**src/rtl/au_reduce.sv**
```systemverilog
// au_reduce -- sequential reduction engine for the AU command set.
//
// A start command picks a function (subtract, add, max) and a word count.
// The block then accepts that many signed words on a valid/ready input
// stream and folds them into one accumulator. The result is offered,
// together with a sticky signed-overflow flag, on a valid/ready output
// stream.
//
// Parameters
//   MSB        data MSB; word width is MSB+1
//   LW         width of the length field (max count 2^LW-1)
//
// Ports
//   clk        rising-edge clock
//   rst        synchronous, active-high reset
//   start      command strobe, only looked at in IDLE
//   fun        function: 00 subtract, 01 add, 1x max
//   len        number of words to reduce (0 gives an immediate zero result)
//   in_data    input word, two's complement
//   in_valid   in_data is valid
//   in_ready   block takes in_data this cycle (high throughout RUN)
//   out_data   reduction result (valid in DONE, zero otherwise)
//   out_ovf    sticky signed overflow for add/subtract
//   out_valid  result is valid (high throughout DONE)
//   out_ready  consumer takes the result
//   busy       high in RUN and DONE
module au_reduce #(
  parameter int MSB = 15,
  parameter int LW  = 8
) (
  input  logic          clk,
  input  logic          rst,
  input  logic          start,
  input  logic [1:0]    fun,
  input  logic [LW-1:0] len,
  input  logic [MSB:0]  in_data,
  input  logic          in_valid,
  output logic          in_ready,
  output logic [MSB:0]  out_data,
  output logic          out_ovf,
  output logic          out_valid,
  input  logic          out_ready,
  output logic          busy
);

  typedef enum logic [1:0] {
    IDLE = 2'd0,
    RUN  = 2'd1,
    DONE = 2'd2
  } state_t;

  state_t        state;
  state_t        next_state;

  logic [MSB:0]  acc;
  logic [LW-1:0] cnt;
  logic [LW-1:0] cnt_inc;
  logic [LW-1:0] len_q;
  logic [1:0]    fun_q;
  logic          ovf;
  logic          accept;

  logic [MSB:0]  sum_sub;
  logic [MSB:0]  sum_add;
  logic          ovf_sub;
  logic          ovf_add;

  // State register. Reset always lands in IDLE, abandoning any reduction.
  always_ff @(posedge clk) begin
    if (rst) begin
      state <= IDLE;
    end else begin
      state <= next_state;
    end
  end

  // Next-state and handshake outputs. in_ready/out_valid depend on state
  // only, so neither stream sees a combinational path through the block.
  always_comb begin
    next_state = state;
    in_ready   = 1'b0;
    out_valid  = 1'b0;
    busy       = 1'b0;
    accept     = 1'b0;
    cnt_inc    = cnt + 1'b1;
    case (state)
      IDLE: begin
        if (start) begin
          next_state = (len == '0) ? DONE : RUN;
        end
      end
      RUN: begin
        in_ready = 1'b1;
        busy     = 1'b1;
        accept   = in_valid;
        if (accept && (cnt_inc == len_q)) begin
          next_state = DONE;
        end
      end
      DONE: begin
        out_valid = 1'b1;
        busy      = 1'b1;
        if (out_ready) begin
          next_state = IDLE;
        end
      end
      default: begin
        next_state = IDLE;
      end
    endcase
  end

  // Candidate results for the next fold. Subtract is built as acc + ~x + 1
  // so it matches the AU bit-for-bit; max reuses the subtract difference
  // and looks only at its sign bit (wrap-around compare, no correction).
  always_comb begin
    sum_sub = acc + ~in_data + 1'b1;
    sum_add = acc + in_data;
    ovf_sub = (acc[MSB] != in_data[MSB]) && (sum_sub[MSB] != acc[MSB]);
    ovf_add = (acc[MSB] == in_data[MSB]) && (sum_add[MSB] != acc[MSB]);
  end

  // Datapath: command latch, word counter, accumulator and sticky ovf.
  // The first word of a command only loads acc, so it can never overflow.
  always_ff @(posedge clk) begin
    if (rst) begin
      acc   <= '0;
      cnt   <= '0;
      ovf   <= 1'b0;
      len_q <= '0;
      fun_q <= 2'b00;
    end else begin
      case (state)
        IDLE: begin
          if (start) begin
            ovf <= 1'b0;
            cnt <= '0;
            if (len == '0) begin
              acc <= '0;
            end else begin
              fun_q <= fun;
              len_q <= len;
            end
          end
        end
        RUN: begin
          if (accept) begin
            cnt <= cnt_inc;
            if (cnt == '0) begin
              acc <= in_data;
            end else begin
              case (fun_q)
                2'b00: begin
                  acc <= sum_sub;
                  if (ovf_sub) ovf <= 1'b1;
                end
                2'b01: begin
                  acc <= sum_add;
                  if (ovf_add) ovf <= 1'b1;
                end
                default: begin
                  if (sum_sub[MSB]) acc <= in_data;
                end
              endcase
            end
          end
        end
        default: begin
        end
      endcase
    end
  end

  // The result is only presented while DONE; elsewhere the port reads zero.
  always_comb begin
    out_data = '0;
    out_ovf  = 1'b0;
    if (state == DONE) begin
      out_data = acc;
      out_ovf  = ovf;
    end
  end

endmodule
```
**config.mk**
```make
export PLATFORM = sky130hd
export DESIGN_NAME = au_reduce
export DESIGN_NICKNAME = d
export VERILOG_FILES = /design/src/rtl/au_reduce.sv
export SDC_FILE = /design/constraint.sdc
export NUM_CORES = 1
export LEC_CHECK = 0
export ABC_CLOCK_PERIOD_IN_PS = 3100
export CORE_MARGIN = 2
export CORE_UTILIZATION = 25
export CTS_CLUSTER_SIZE = 25
export DETAILED_ROUTE_END_ITERATION = 8
export DONT_BUFFER_PORTS = 1
export SLEW_MARGIN = 20
export SYNTH_ARGS = -nofsm -noshare
export SYNTH_HDL_FRONTEND = slang
export SYNTH_SLANG_ARGS = --single-unit
```
**constraint.sdc**
```tcl
create_clock -name clk -period 3.1 [get_ports clk]
set_input_delay 0 -clock clk [delete_from_list [all_inputs] [get_ports clk]]
set_output_delay 0 -clock clk [all_outputs]
set_load 0.02 [all_outputs]
```
==> reports/qor.yml <==
worst_setup_path:
  endpoint: "ovf"
  crit_arrival_ps: 3120
  worstReg2RegEnd: "ovf"
  startpoint_type: "flip-flop"
  cp_data_required_time_ps: 3300
  endpoint_kind: "flip-flop"
  r2r-start: "acc[1]"
  critPathSlowestCell: "or4_1"
  crit_start: "acc[1]"
  path_class: "reg -> reg"
  max_stage_delay_ps: 460
  critPathMaxFanout: 5
  r2r_slack_ps: 180
  crit_chain: "ha_1 -> nor2b_1 -> o211ai_1 -> a311oi_1 -> or2_1 -> a41oi_1 -> or4_1 -> a311o_1 -> a221oi_2"
  reg2reg_depth: 9
global_route:
  antenna_found_initial: 0
  grt_overflow: 0
  grt_pass1_wl_mm: 17.6
  grt_max_degree: 30
  track_usage_pct: 13.7
  grt_pass1_vias: 3570
floorplanning:
  io_pins: 51
  rows: 44
  die_h_um: 125
  initial_core_util_pct: 25.3
  chipWidth_um: 125
  dieArea_um2: 15500
  fp.coreArea_um2: 14400
sta:
  layout_worst_path_cycle_share_pct: 94.1
  tns_ps: 0
  setup_viol: 0
  skew_ps: 7.60
  rsz0062_at_grt: "false"
  worst_pin_slew_ps: 1040
  max-slew-margin-rel_pct: 30.5
  max_clock_freq_mhz: 343
  drv_slew: 0
  fin_crit_ps: 2920
  hold_violations: 0
clock_tree:
  cts_made_buffers: 5
  cts_setup_buffers: 0
  clk_path_buf_depth: 2
  cts.sinks: 37
  cts_htree_levels: 2
  clkTransAtPathRegs_ps: 70
  cts_tree: "done"
  root_buffer: "clkbuf_16"
  insertion_delay_ps: 290
synth:
  async_flop_share_pct: 0
  seq_area_frac_synth_pct: 20.4
  synthesis.nets: 552
  synth_area_um2: 3640
  synth_cells: 484
  synth_edf_count: 0
  ys_warn_count: 0
  synth-seq-cells: 37
  yosys.cell_types.count: 68
  ys.flop_type: "dfxtp_1"
  syn_area_per_cell_um2: 7.52
cells_and_area:
  diodes: 0
  syn_to_final_growth_pct: 17.6
  drive_above_1_share_pct: 7.31
  final_area_um2: 4280
  nets: 573
  n_fill_cell: 1495
placement:
  place_area_um2: 3870
  port_buffers: 0
  gp_congestion: 0.893
  hpwl_mm: 7.82
route:
  drt-vias-per-instance: 5.14
  num_vias: 3548
  route.detailed.drc: 0
  firstDrtPassIters: 5
  post_drt_wl_per_cell_um: 15.4
  wirelength_mm: 10.6
  drt-initial-drc-count: 266
  postRouteAntennaNets: 0
power_and_ir_drop:
  ir_worst_vdd_mv: 0.646
  power_leakage_uw: 0.00182
  power.total_uw: 2150
  power_density_nw_per_um2: 503
flow_run:
  maxCapViolCount: 0
outcome:
  outcome: "finished clean"
min_path:
  min_path_type: "in -> reg"
==> synth_stat cells (6+ instances only) <==
library cell	n	area share (%)
a211oi_1	6	1.2
a21o_1	10	2.1
a21oi_1	41	5.6
a22o_1	8	1.9
a22oi_1	6	1.2
and2_1	15	2.6
clkbuf_1	17	1.8
dfxtp_1	37	20
ha_1	35	12
inv_1	38	3.9
mux2i_1	10	2.8
nand2_1	38	3.9
nand2b_1	6	1.0
nand3_1	19	2.6
nor2_1	42	4.3
nor2b_1	6	1.0
nor3_1	9	1.2
o21ai_0	26	3.6
xnor2_1	17	4.1
==> critical path: cells and delay by family (launching register included) <==
family	cells	cell delay, ps
and+or+nand+nor	3	810
DFF	1	430
AOI/OAI and AO/OA	5	1300
adders and majority gates	1	290
==> final cells by class <==
| class | count | area (um2) | share of cell area, % |
|---|---|---|---|
| inverters | 38 | 143 | 3.33 |
| flip-flops and latches | 37 | 742 | 17.3 |
| multi-input cells | 382 | 2650 | 61.8 |
| repair buffers | 41 | 370 | 8.66 |
| well taps | 184 | 230 | 5.38 |
| clock buffers | 5 | 125 | 2.92 |
| clock inverters | 3 | 22.5 | 0.526 |
==> registers in the layout (all words and copies together) (netlist names) <==
signal  count
state       2
cnt         8
ovf         1
acc        16
fun_q       2
len_q       8
==> cell usage in the layout (no fill, tap or decap), drive strengths merged, types with 6 or more instances in the layout <==
cell	n
mux2i	10
nor2b	7
nand2b	6
buf	16
a22oi	6
a211oi	7
and2	15
a21oi	41
a22o	8
nand3	19
inv	38
nor3	9
o21ai	26
dlygate4sd3	25
xnor2	17
a21o	10
nand2	38
dfxtp	37
nor2	42
ha	35
==> cells by family after synthesis <==
| group | synth area share (%) |
|---|---|
| adder cells (fa/ha/maj) | 13.4 |
| flip-flops | 20.4 |
| XOR/XNOR | 5.91 |
| multiplexers | 2.75 |
| buffers and inverters | 7.46 |
| AO/OA/AOI/OAI | 27.1 |
| AND/OR/NAND/NOR | 23.0 |
==> per-stage QoR <==
step	util, %	hold WS, ps	std cells	setup slack (ps)
global route	29.8	19.8	690	0.338
floorplan	-	144	484	160
CTS	29.7	7.34	690	94.7
finish	29.8	4.78	690	183
global placement	26.9	72.1	657	198
detailed placement	26.9	74.2	657	135
==> how the worst min path moves through the flow <==
| stage | startpoint | endpoint | slack, ps | depth (start not counted) |
|---|---|---|---|---|
| 6_report | rst | acc[9] | 5 | 2 |
| 5_1_grt | rst | acc[9] | 20 | 2 |
| 4_1_cts | rst | acc[9] | 7 | 2 |
| 3_5_place_dp | rst | len_q[3] | 70 | 1 |
| 3_3_place_gp | rst | ovf | 70 | 1 |
| 2_1_floorplan | fun[0] | fun_q[0] | 140 | 2 |
==> routing by layer <==
metal | part of all wire, % | track usage, %
met5 | 0 | 0
met4 | 2.4 | 4.96
met3 | 6.0 | 3.39
met2 | 44 | 21.7
met1 | 47 | 18.2
==> timing repair <==
item                       4_1_cts  5_1_grt
gates resized for setup          0        4
hold endpoints to repair        35        0
setup endpoints to repair        0        7
hold buffers                    25        0
==> where the power goes <==
group	switching (uW)	total (uW)	internal, uW
combinational	628	1050	417
sequential	46.6	573	526
clock	235	535	300
No activity file was read; power rests on OpenSTA's default activity.
